<file path="src/rtl/forward_hazard_unit_pkg.sv">
// Shared definitions for the forward/hazard unit: operand-select codes,
// register-index width, pipeline-slot record and FSM state constants.
package forward_hazard_unit_pkg;

  localparam int REG_W = 4;

  typedef logic [REG_W-1:0] reg_idx_t;

  // Operand select codes driven on forward_a / forward_b
  localparam logic [1:0] FWD_RF    = 2'd0;
  localparam logic [1:0] FWD_ADDER = 2'd1;
  localparam logic [1:0] FWD_WB    = 2'd2;

  // FSM state enumeration (debug-visible only)
  typedef logic [0:0] fhu_state_t;
  localparam fhu_state_t ST_RUN  = 1'b0;
  localparam fhu_state_t ST_HOLD = 1'b1;

  // Execute-stage record: destination, write enable, load flag
  typedef struct packed {
    reg_idx_t rd;
    logic     we;
    logic     ld;
  } ex_slot_t;

  // True when a used, valid source operand names a live producer.
  // Register 0 is hard-wired and never produces a match.
  function automatic logic idx_hit(
    input logic     used,
    input logic     valid,
    input reg_idx_t rs,
    input reg_idx_t rd,
    input logic     we
  );
    return used & valid & we & (rs != {REG_W{1'b0}}) & (rs == rd);
  endfunction

endpackage

</file>
<file path="src/rtl/forward_hazard_unit_fhu_match.sv">
// Per-operand dependency check: operand select plus the two stall causes
// (load in execute, and writeback hit when writeback forwarding is absent).
// Build option: FHU_WB_FORWARD_EN enables forwarding from the writeback stage.
module fhu_match
  import forward_hazard_unit_pkg::*;
(
  input  logic       id_valid,
  input  logic       use_rs,
  input  reg_idx_t   rs,
  input  reg_idx_t   ex_rd,
  input  logic       ex_we,
  input  logic       ex_ld,
  input  reg_idx_t   wb_rd,
  input  logic       wb_we,
  output logic [1:0] sel,
  output logic       load_hit,
  output logic       wb_hit
);

  logic ex_match_s;
  logic wb_match_s;

  assign ex_match_s = idx_hit(use_rs, id_valid, rs, ex_rd, ex_we);
  assign wb_match_s = idx_hit(use_rs, id_valid, rs, wb_rd, wb_we);

  // Select source for this operand; EX result wins over WB result
  always_comb begin
    sel      = FWD_RF;
    load_hit = 1'b0;
    wb_hit   = 1'b0;
    if (ex_match_s) begin
      if (ex_ld) begin
        load_hit = 1'b1;
      end else begin
        sel = FWD_ADDER;
      end
    end else if (wb_match_s) begin
`ifdef FHU_WB_FORWARD_EN
      sel = FWD_WB;
`else
      // No WB bypass path: wait one cycle for the register file write
      wb_hit = 1'b1;
`endif
    end else begin
      sel = FWD_RF;
    end
  end

endmodule

</file>
<file path="src/rtl/forward_hazard_unit.sv">
// Forwarding and load-use hazard unit for a short in-order pipeline.
// Tracks the execute and writeback destinations and drives operand selects
// and the decode stall. Build option: FHU_WB_FORWARD_EN (writeback bypass).
module forward_hazard_unit
  import forward_hazard_unit_pkg::*;
(
  input  logic        clk,
  input  logic        rst,
  input  logic        id_valid,
  input  logic [3:0]  id_rs_a,
  input  logic [3:0]  id_rs_b,
  input  logic        id_use_a,
  input  logic        id_use_b,
  input  logic [3:0]  id_rd,
  input  logic        id_reg_write,
  input  logic        id_mem_read,
  input  logic        branch_flush,
  output logic [1:0]  forward_a,
  output logic [1:0]  forward_b,
  output logic        stall
);

  ex_slot_t   ex_r;
  reg_idx_t   wb_rd_r;
  logic       wb_we_r;
  fhu_state_t state_r;

  logic [1:0] sel_a_s;
  logic [1:0] sel_b_s;
  logic       load_hit_a_s;
  logic       load_hit_b_s;
  logic       wb_hit_a_s;
  logic       wb_hit_b_s;
  logic       stall_s;
  logic       bubble_s;
  logic       hold_req_s;

  fhu_match u_match_a (
    .id_valid (id_valid),
    .use_rs   (id_use_a),
    .rs       (id_rs_a),
    .ex_rd    (ex_r.rd),
    .ex_we    (ex_r.we),
    .ex_ld    (ex_r.ld),
    .wb_rd    (wb_rd_r),
    .wb_we    (wb_we_r),
    .sel      (sel_a_s),
    .load_hit (load_hit_a_s),
    .wb_hit   (wb_hit_a_s)
  );

  fhu_match u_match_b (
    .id_valid (id_valid),
    .use_rs   (id_use_b),
    .rs       (id_rs_b),
    .ex_rd    (ex_r.rd),
    .ex_we    (ex_r.we),
    .ex_ld    (ex_r.ld),
    .wb_rd    (wb_rd_r),
    .wb_we    (wb_we_r),
    .sel      (sel_b_s),
    .load_hit (load_hit_b_s),
    .wb_hit   (wb_hit_b_s)
  );

  // Stall and operand selects; reset forces the idle values directly
  always_comb begin
    stall_s   = 1'b0;
    forward_a = FWD_RF;
    forward_b = FWD_RF;
    if (rst) begin
      stall_s = 1'b0;
    end else begin
      stall_s = load_hit_a_s | load_hit_b_s | wb_hit_a_s | wb_hit_b_s;
      if (!stall_s) begin
        forward_a = sel_a_s;
        forward_b = sel_b_s;
      end else begin
        forward_a = FWD_RF;
        forward_b = FWD_RF;
      end
    end
  end

  assign stall      = stall_s;
  assign bubble_s   = stall_s | branch_flush;
  // Flush takes precedence: a flushed cycle is not treated as a stall
  assign hold_req_s = stall_s & ~branch_flush;

  // Advance execute/writeback tracking; inject a bubble on stall or flush
  always_ff @(posedge clk or posedge rst) begin
    if (rst) begin
      ex_r    <= '{rd: 4'd0, we: 1'b0, ld: 1'b0};
      wb_rd_r <= 4'd0;
      wb_we_r <= 1'b0;
    end else begin
      wb_rd_r <= ex_r.rd;
      wb_we_r <= ex_r.we;
      if (bubble_s) begin
        ex_r <= '{rd: 4'd0, we: 1'b0, ld: 1'b0};
      end else begin
        ex_r <= '{rd: id_rd,
                  we: id_reg_write & id_valid,
                  ld: id_mem_read & id_valid};
      end
    end
  end

  // Debug-visible RUN/HOLD tracker; drives no output
  always_ff @(posedge clk or posedge rst) begin
    if (rst) begin
      state_r <= ST_RUN;
    end else begin
      case (state_r)
        ST_RUN:  state_r <= hold_req_s ? ST_HOLD : ST_RUN;
        ST_HOLD: state_r <= hold_req_s ? ST_HOLD : ST_RUN;
        default: state_r <= ST_RUN;
      endcase
    end
  end

endmodule

</file>
<file path="config.mk">
export PLATFORM = sky130hd
export DESIGN_NAME = forward_hazard_unit
export DESIGN_NICKNAME = d
export VERILOG_FILES = /design/src/rtl/forward_hazard_unit_pkg.sv /design/src/rtl/forward_hazard_unit_fhu_match.sv /design/src/rtl/forward_hazard_unit.sv
export SDC_FILE = /design/constraint.sdc
export NUM_CORES = 1
export LEC_CHECK = 0
export ABC_AREA = 1
export CAP_MARGIN = 15
export CORE_AREA = 4 4 46 48
export CTS_CLUSTER_SIZE = 20
export DETAILED_ROUTE_END_ITERATION = 8
export DIE_AREA = 0 0 50 52
export GPL_TIMING_DRIVEN = 0
export MAX_ROUTING_LAYER = met4
export PLACE_DENSITY = 0.79
export SYNTH_ARGS = -nofsm -noshare
export SYNTH_HDL_FRONTEND = slang
export SYNTH_SLANG_ARGS = --single-unit
</file>
<file path="constraint.sdc">
create_clock -name clk -period 4.05 [get_ports clk]
set_clock_uncertainty 0.2 [all_clocks]
set_input_delay 1.215 -clock clk [delete_from_list [all_inputs] [get_ports clk]]
set_output_delay 1.215 -clock clk [all_outputs]
set_load 0.01 [all_outputs]
</file>
==> results of run 1 <==
==> flip-flops by register name, indices dropped and copies added, names as in the netlist <==
signal   count
wb_we_r      1
wb_rd_r      4
ex_r         6
==> worst min path at each step <==
stage | from | depth (start not counted) | end | slack (ns)
floorplan | ex_r[1]$_DFF_PP0_ | 0 | wb_we_r$_DFF_PP0_ | 0.18
global placement | ex_r[1]$_DFF_PP0_ | 0 | wb_we_r$_DFF_PP0_ | 0.18
detailed placement | ex_r[1]$_DFF_PP0_ | 0 | wb_we_r$_DFF_PP0_ | 0.20
CTS | ex_r[1]$_DFF_PP0_ | 0 | wb_we_r$_DFF_PP0_ | 0.22
global route | ex_r[5]$_DFF_PP0_ | 0 | wb_rd_r[3]$_DFF_PP0_ | 0.25
finish | ex_r[5]$_DFF_PP0_ | 0 | wb_rd_r[3]$_DFF_PP0_ | 0.24
==> logic make-up (layout without fill, tap and decap cells) <==
group / after synthesis / count (layout) / synth area share [%]
AND/OR/NAND/NOR: 75 / 75 / 44.0
buffers and inverters: 25 / 53 / 12.8
flip-flops: 11 / 11 / 34.8
XOR/XNOR: 5 / 5 / 5.54
AO/OA/AOI/OAI: 3 / 3 / 2.37
other: 1 / 2 / 0.474
==> layout make-up <==
| cell class | instances | area, sq um | area share [%] |
|---|---|---|---|
| multi-input combinational | 85 | 458 | 41.1 |
| sequential | 11 | 275 | 24.7 |
| clock inverter | 1 | 5.00 | 0.449 |
| buffer | 2 | 15.0 | 1.35 |
| clock buffer | 3 | 22.5 | 2.02 |
| tap | 25 | 31.3 | 2.81 |
| inverter | 23 | 86.3 | 7.75 |
| timing repair buffer | 24 | 220 | 19.8 |
==> report_power, final <==
part / total (mW) / switching (mW) / internal [mW] / leakage (nW)
Combinational: 0.0586 / 0.0310 / 0.0276 / 0.451
Sequential: 0.120 / 0.00539 / 0.115 / 0.143
Clock: 0.0712 / 0.0347 / 0.0364 / 0.0177
Total: 0.250 / 0.0711 / 0.179 / 0.612
==> repair_timing <==
| item | CTS | global route |
|---|---|---|
| pin swaps | 3 | 4 |
| buffers inserted | 0 | 2 |
| setup endpoints to repair | 3 | 3 |
| gates resized for setup | 23 | 10 |
==> synthesized netlist by cell type <==
cell type	count	share of area (%)
nand2_4	1	1.4
nand3_1	4	2.5
inv_2	4	1.9
nand2_1	45	21
nand3_2	3	3.8
nor2_2	9	7.1
dfrtp_1	11	35
inv_1	19	9.0
xnor2_1	4	4.4
nand2_2	3	2.4
a21oi_2	1	1.1
buf_4	2	1.9
a21oi_1	2	1.3
conb_1	1	0.47
nor2_1	8	3.8
nor4_1	2	1.6
xor2_1	1	1.1
==> worst max-delay path, stage by stage <==
cell and delay (ns):
dlygate4sd2_1 0.28, nor2_1 0.19, nand2_1 0.08, nand2_1 0.08, inv_1 0.06, nand3_2 0.09, nand2_1 0.07, nand2_1 0.07
nand3_2 0.07, nand2_2 0.09, inv_2 0.03, clkdlybuf4s15_2 0.21
==> per-stage QoR <==
stage,TNS (ns),cells,setup WS [ns]
4_1_cts,0,172,0.00336
6_report,0,174,0.0917
5_1_grt,-0.0216,174,-0.0216
3_5_place_dp,-1.43,168,-0.554
2_1_floorplan,0,121,0.612
3_3_place_gp,-1.27,168,-0.444
==> layer usage <==
metal	GRT usage [%]	wire length [um]	up-vias
li1	-	-	408
met1	12.6	642	337
met2	27.6	902	28
met3	4.01	138	4
met4	5.99	29	0
met5	-	0	-
==> flow_summary_export.csv, run 1 <==
group,metric,value,unit
clocking,cts_buffers,3,
sta,slew_viol_final,0,
worst_setup_path,cp.required,2.63,ns
worst_setup_path,endpoint_kind,"primary output",
detailed_routing,antenna_left,0,
detailed_routing,wire_per_inst,9.84,um
grt,grtUsageTotal,14.2,%
grt,grt_pass1_vias,704,
power,ir_worst_vdd,0.211,mV
layout,final_nets,170,
detailed_routing,drc,0,
worst_setup_path,crit_type,"input port to primary output",
layout,layout_commonest_cell,"nand2_1",
detailed_routing,firstDrtPassIters,4,
layout,postLayoutCellArea,1110,sq um
place,numPortBuffers,22,
yosys,syn-cell-area,791,sq um
worst_setup_path,cp-endpoint,"stall",
clocking,cts_sinks,11,
worst_setup_path,reg2reg_from,"ex_r[2]$_DFF_PP0_",
place,gp_congestion,0.891,
clocking,htree_levels,1,
worst_setup_path,cp-startpoint,"id_rs_b[1]",
sta,final-hold-violation-count,0,
layout,antenna_cells,0,
detailed_routing,vias_per_cell,4.47,
yosys,synth-seq-area-share,34.8,%
clocking,cts_tree,"built",
worst_setup_path,r2r_slack,2.43,ns
die,core,1710,sq um
worst_setup_path,arrival,2.54,ns
status,outcome,"finished clean",
place,dp_hpwl,1.38,mm
layout,utilization,65.2,%
detailed_routing,routed-via-count,777,
power,leakage,0.612,nW
clocking,cts_hold_buffers,0,
worst_setup_path,worst_r2r_endpoint,"ex_r[2]$_DFF_PP0_",
die,num_io_pins,25,
worst_setup_path,cp_max_fo,4,
yosys,syn_area_per_cell,6.59,sq um
detailed_routing,drt_iter0_drc,3,
die,die-height,52,um
layout,syn2layout_area_growth,40.8,%
layout,drive_gt1_share,28.2,%
clocking,path_clk_slew,0.07,ns
worst_setup_path,cp-start-kind,"input port",
layout,nFillCells,161,
sta,fmax,0.253,GHz
yosys,ys_ff_latch,11,
sta,final-setup-viol-count,0,
die,die_area,2600,sq um
die,fp-row-count,15,
place,dpl-instance-area,1050,sq um
grt,grt_overflow,0,
die,die_x,50,um
yosys,synthCells,120,
grt,grt_pass1_wl,2.75,mm
grt,grt_max_degree,13,
yosys,yosys_warnings,0,
die,start_util,46.3,%
sta,fin_crit,3.96,ns
clocking,clock-root-buffer,"clkbuf_4",
grt,antenna_found_initial,0,
power,power.density,225,nW/um^2
clocking,clock_latency,0.26,ns
min_path,min_path_type,"flop to flop",
sta,timing.final.crit_share,97.7,%
layout,layout_common_cells,"nand2_1, inv_1, nor2_2, dfrtp_1, dlygate4sd2_1",
clocking,cts.path.max_buffers,2,
power,finalPower,0.250,mW
yosys,synth_cell_types,17,
worst_setup_path,reg2reg_depth,12,
flow_run,maxCapViolCount,0,
sta,holdWs,0.242,ns
detailed_routing,drt_wl_total,1.71,mm
(Power assumes the default switching activity.)
==> inputs of run 2 (changes only) <==
--- a/config.mk
+++ b/config.mk
@@ -7,10 +7,10 @@
 export LEC_CHECK = 0
 export ABC_AREA = 1
 export CAP_MARGIN = 15
-export CORE_AREA = 4 4 46 48
+export CORE_AREA = 3 3 45 47
 export CTS_CLUSTER_SIZE = 20
 export DETAILED_ROUTE_END_ITERATION = 8
-export DIE_AREA = 0 0 50 52
+export DIE_AREA = 0 0 48 50
 export GPL_TIMING_DRIVEN = 0
 export MAX_ROUTING_LAYER = met4
 export PLACE_DENSITY = 0.79
==> run 2 against run 1 <==
Effect of this change:
- design area decreased by 1.3%
- first-iteration DRC count grew to 4.7 times the previous value
- critical path depth is 1 higher
- core utilization is 0.16 points lower
- via count up 2.8%
- sequential power about the same
- fmax rose by 1.6%
- non-clock buffer count is the same
- critical path type unchanged
- largest power group unchanged
- highest routed layer unchanged
==> flow_summary_export.csv, run 2 (same netlist as run 1, synthesis figures left out) <==
group,metric,value,unit
layout,drive_gt1_share,25.5,%
clocking,cts.path.max_buffers,2,
die,die-height,50,um
sta,holdWs,0.245,ns
clocking,cts_buffers,3,
layout,utilization,65.0,%
worst_setup_path,cp_max_fo,4,
die,start_util,46.8,%
grt,grt_pass1_wl,2.81,mm
detailed_routing,wire_per_inst,10.7,um
status,outcome,"finished clean",
detailed_routing,firstDrtPassIters,4,
die,fp-row-count,15,
detailed_routing,drc,0,
layout,final_nets,170,
min_path,min_path_type,"flop to flop",
place,dp_hpwl,1.37,mm
layout,layout_common_cells,"nand2_1, inv_1, dfrtp_1, nor2_2, dlygate4sd2_1",
detailed_routing,vias_per_cell,4.81,
worst_setup_path,cp.required,2.63,ns
sta,setup_tns,0,ns
worst_setup_path,max_stage_delay,0.29,ns
power,ir_worst_vdd,0.200,mV
die,core,1690,sq um
clocking,htree_levels,1,
worst_setup_path,arrival,2.48,ns
place,gp_congestion,0.886,
sta,final-hold-violation-count,0,
worst_setup_path,cp_common_cell,"nand2_1",
worst_setup_path,cp-start-kind,"input port",
layout,multi_input_area,454,sq um
layout,layout_commonest_cell,"nand2_1",
sta,final-setup-viol-count,0,
clocking,cts_hold_buffers,0,
grt,grt_max_degree,13,
layout,regArea,275,sq um
clocking,cts_tree,"built",
worst_setup_path,endpoint_kind,"primary output",
worst_setup_path,r2r_slack,2.32,ns
clocking,path_clk_slew,0.06,ns
power,power.density,228,nW/um^2
grt,grtUsageTotal,16.6,%
layout,nFillCells,164,
layout,syn2layout_area_growth,38.9,%
sta,fmax,0.257,GHz
layout,reg_top3,"ex_r x6, wb_rd_r x4, wb_we_r x1",
clocking,clock-root-buffer,"clkbuf_4",
die,die_x,48,um
sta,timing.final.crit_share,96.2,%
grt,grt_pass1_vias,718,
detailed_routing,routed-via-count,799,
flow_run,maxCapViolCount,0,
grt,antenna_found_initial,0,
layout,largest_reg_flops,6,
detailed_routing,drt_wl_total,1.77,mm
clocking,cts_sinks,11,
detailed_routing,antenna_left,0,
sta,slew_viol_final,0,
die,num_io_pins,25,
power,leakage,0.612,nW
worst_setup_path,cp_slowest_cell,"dlygate4sd2_1",
sta,fin_crit,3.90,ns
detailed_routing,drt_iter0_drc,14,
grt,grt_overflow,0,
worst_setup_path,crit_type,"input port to primary output",
layout,regMostFlops,"ex_r",
die,die_area,2400,sq um
layout,antenna_cells,0,
place,numPortBuffers,22,
clocking,clock_latency,0.26,ns
worst_setup_path,critical_path.cell_chain,"dlygate4sd2_1 > nor2_1 > nand2_1 > nand2_1 > inv_1 > nand3_2 > buf_4 > nand2_1 > nand2_1 > nand3_2 > nand2_2 > inv_2 > buf_6",
run 2: critical path: cells and delay by family:
kind / cells / cell delay [ns]
buffers and inverters: 5 / 0.61
AND/OR/NAND/NOR: 8 / 0.65
run 2: power by group:
group	total [mW]	switching (mW)	leakage, nW	internal, mW
registers	0.121	0.00579	0.143	0.115
clock network	0.0716	0.0336	0.0150	0.0380
logic	0.0578	0.0304	0.453	0.0274
run 2: path summary, 6_finish.rpt:
check	start	end	depth (start not counted)
setup / recovery	id_rs_a[0]	stall	13
hold / removal	ex_r[3]$_DFF_PP0_	wb_rd_r[1]$_DFF_PP0_	0
setup reg to reg	ex_r[4]$_DFF_PP0_	ex_r[5]$_DFF_PP0_	12
hold reg to reg	ex_r[3]$_DFF_PP0_	wb_rd_r[1]$_DFF_PP0_	0
max in group asynchronous	rst	wb_rd_r[1]$_DFF_PP0_	2
min in group asynchronous	rst	ex_r[0]$_DFF_PP0_	2
run 2: cell type report:
class,instances,share of cell area (%)
Buffer,2,1.37
Clock buffer,4,2.39
Inverter,23,7.86
Multi-Input combinational cell,85,41.3
Sequential cell,11,25.1
Tap cell,17,1.94
Timing Repair Buffer,24,20.0
run 2: what timing repair did:
action | CTS | global route
setup endpoints to repair | 3 | 3
pin swaps | 2 | 5
buffers inserted | 0 | 2
resized for setup | 25 | 9
run 2: metrics by stage:
stage | cells | setup WS [ns] | instance area, sq um | power, mW
floorplan | 121 | 0.612 | 795 | 0.153
detailed placement | 160 | -0.535 | 1040 | 0.182
CTS | 164 | 0.0546 | 1050 | 0.251
global route | 166 | -0.00369 | 1100 | 0.266
global placement | 160 | -0.458 | 1040 | 0.180
finish | 166 | 0.153 | 1100 | 0.250
run 2: per-layer routing:
metal  track usage, %  wire length [um]
met1             18.0               642
met2             26.9               981
met3             2.92               109
met4             9.87                36
met5                -                 0
==> inputs of run 3 (changes only) <==
--- a/config.mk
+++ b/config.mk
@@ -7,10 +7,10 @@
 export LEC_CHECK = 0
 export ABC_AREA = 1
 export CAP_MARGIN = 15
-export CORE_AREA = 3 3 45 47
+export CORE_AREA = 2 2 44 46
 export CTS_CLUSTER_SIZE = 20
 export DETAILED_ROUTE_END_ITERATION = 8
-export DIE_AREA = 0 0 48 50
+export DIE_AREA = 0 0 46 48
 export GPL_TIMING_DRIVEN = 0
 export MAX_ROUTING_LAYER = met4
 export PLACE_DENSITY = 0.79
==> run 3 against run 2 <==
Effect of this change:
- sequential power hardly changed
- first-iteration DRC count is 64% lower
- non-clock buffer count is 1 lower
- sequential cell count stayed put
- design area is 0.91% lower
- clock power is 5.3% lower
- critical endpoint is now forward_a[0]
- worst setup slack worse by 0.021 ns
- die area is 8.0% lower
- core utilization is 0.59 points lower
- worst hold slack worse by 0.013 ns
==> flow_summary_export.csv, run 3 (same netlist as run 1, synthesis figures left out) <==
group,metric,value,unit
detailed_routing,drt_iter0_drc,5,
min_path,holdPathStages,0,
grt,grt_max_degree,13,
power,sw_frac_of_total,26.9,%
min_path,min_from,"ex_r[5]$_DFF_PP0_",
grt,grtUsageTotal,18.4,%
layout,finalNonFillerCells,165,
power,seq_power_share,48.7,%
grt,grt_pass1_wl,2.85,mm
layout,nFillCells,170,
worst_setup_path,endpoint_kind,"primary output",
worst_setup_path,cp_max_fo,6,
sta,fin_crit,3.92,ns
detailed_routing,firstDrtPassIters,3,
worst_setup_path,worst_r2r_endpoint,"ex_r[4]$_DFF_PP0_",
layout,layout_common_cells,"nand2_1, inv_1, dfrtp_1, nor2_2, dlygate4sd2_1",
sta,timing.final.crit_share,96.7,%
power,leakage,0.606,nW
layout,layout_commonest_cell,"nand2_1",
worst_setup_path,cpLargestDelayFamily,"simple AND/OR/NAND/NOR gates",
flow_run,maxCapViolCount,0,
worst_setup_path,crit_type,"input port to primary output",
place,gp_congestion,0.790,
layout,final_nets,169,
die,num_io_pins,25,
power,p_comb_share,23.9,%
worst_setup_path,reg2reg_depth,10,
power,clkPwrFrac,27.4,%
detailed_routing,vias_per_cell,4.85,
sta,final-setup-viol-count,0,
min_path,min_path_type,"flop to flop",
detailed_routing,wire_per_inst,10.3,um
grt,grt_overflow,0,
clocking,clock-root-buffer,"clkbuf_4",
sta,rsz0062_at_grt,"no",
worst_setup_path,cp_slowest_cell,"dlygate4sd2_1",
power,finalPower,0.247,mW
die,fp-row-count,15,
clocking,cts_sinks,11,
status,outcome,"finished clean",
die,die_x,46,um
power,switchingPower,0.0666,mW
place,dp.cells,160,
min_path,worstHoldEndpoint,"wb_rd_r[3]$_DFF_PP0_",
detailed_routing,routed-via-count,800,
layout,antenna_cells,0,
worst_setup_path,r2r_slack,2.44,ns
detailed_routing,antenna_left,0,
layout,syn2layout_area_growth,37.7,%
sta,final-hold-violation-count,0,
clocking,cts_buffers,3,
layout,reg_top3,"ex_r x6, wb_rd_r x4, wb_we_r x1",
worst_setup_path,arrival,2.50,ns
place,numPortBuffers,22,
sta,setup_tns,0,ns
power,ir_worst_vdd,0.161,mV
die,die-height,48,um
clocking,cts_tree,"built",
power,power.density,227,nW/um^2
detailed_routing,drc,0,
clocking,cts_hold_buffers,0,
worst_setup_path,max_stage_delay,0.34,ns
worst_setup_path,reg2reg_from,"ex_r[4]$_DFF_PP0_",
layout,largest_reg_flops,6,
die,die_area,2210,sq um
worst_setup_path,cp-start-kind,"input port",
clocking,path_clk_slew,0.06,ns
worst_setup_path,cp.required,2.63,ns
sta,fmax,0.255,GHz
place,dp_hpwl,1.41,mm
layout,regMostFlops,"ex_r",
clocking,cts.path.max_buffers,2,
sta,slew_viol_final,0,
grt,grt_pass1_vias,765,
detailed_routing,drt_wl_total,1.70,mm
worst_setup_path,crit_buf_inv,2,
grt,antenna_found_initial,0,
worst_setup_path,critical_path.cell_chain,"dlygate4sd2_1 > nand3_2 > a21oi_2 > nand3_2 > nand2_2 > nand2_2 > nor4_1 > buf_2",
die,start_util,46.8,%
clocking,clock_latency,0.25,ns
layout,drive_gt1_share,25.7,%
die,core,1690,sq um
power,internal-power,0.181,mW
clocking,htree_levels,1,
==> run 3: cell count changes in the layout (fill, tap and decap cells not counted) <==
cell,before,now
nor4_4,1,0
buf_6,1,0
nor2_1,7,6
nor2_4,0,1
a21oi_1,2,1
a21oi_2,1,2
nor4_1,0,1
buf_2,2,3
nand3_2,5,4
buf_4,4,3
nand3_4,0,1
==> run 3: layout make-up <==
cell class | count | area [sq um] | area share (%)
clock buffer | 4 | 26.3 | 2.41
inverter | 23 | 86.3 | 7.93
multi-input combinational | 85 | 458 | 42.1
sequential | 11 | 275 | 25.3
timing repair buffer | 23 | 206 | 19.0
buffer | 2 | 15.0 | 1.38
tap | 17 | 21.3 | 1.95
==> run 3: worst reg2reg max path: cells and delay by family (launching register included) <==
family	cells	cell delay, ns
AO/OA/AOI/OAI	1	0.14
buffers and inverters	1	0.09
AND/OR/NAND/NOR	8	0.65
flip-flops	1	0.42
==> run 3: through the flow <==
| step | worst slack [ns] | cell area [sq um] | hold slack, ns | utilization [%] |
|---|---|---|---|---|
| finish | 0.132 | 1090 | 0.232 | 64.4 |
| detailed placement | -0.499 | 1040 | 0.203 | 61.3 |
| floorplan | 0.612 | 795 | 0.175 | - |
| global route | 0.0287 | 1090 | 0.260 | 64.4 |
| global placement | -0.457 | 1040 | 0.185 | 61.3 |
| CTS | 0.00241 | 1040 | 0.218 | 61.9 |
==> run 3: power by group through the flow <==
| stage | Combinational [mW] | Clock [mW] | Sequential [mW] |
|---|---|---|---|
| 2_1_floorplan | 0.0325 | 0 | 0.121 |
| 5_1_grt | 0.0666 | 0.0765 | 0.121 |
| 6_report | 0.0591 | 0.0678 | 0.120 |
| 3_3_place_gp | 0.0583 | 0 | 0.122 |
| 3_5_place_dp | 0.0600 | 0 | 0.122 |
| 4_1_cts | 0.0573 | 0.0721 | 0.120 |
==> run 3: layer usage <==
layer,share of wire (%),vias to the layer above,track usage [%]
met4,0.41,0,7.43
li1,-,402,-
met3,3.6,2,2.64
met1,38,378,18.6
met2,58,18,35.0
met5,0,-,-
==> run 3: how the worst max path moves through the flow <==
stage	start	to	slack, ns	depth (start not counted)
floorplan	id_rs_a[0]	forward_a[0]	0.61	8
global placement	id_rs_a[3]	forward_b[0]	-0.46	10
detailed placement	id_rs_a[0]	forward_b[0]	-0.50	10
CTS	id_use_b	stall	0.002	10
global route	id_valid	forward_b[0]	0.03	8
finish	id_valid	forward_a[0]	0.13	8
==> run 3: timing repair <==
action                     4_1_cts  5_1_grt
pin swaps                        2        6
resized for setup               23       12
setup buffers                    0        1
setup endpoints to repair        3        3
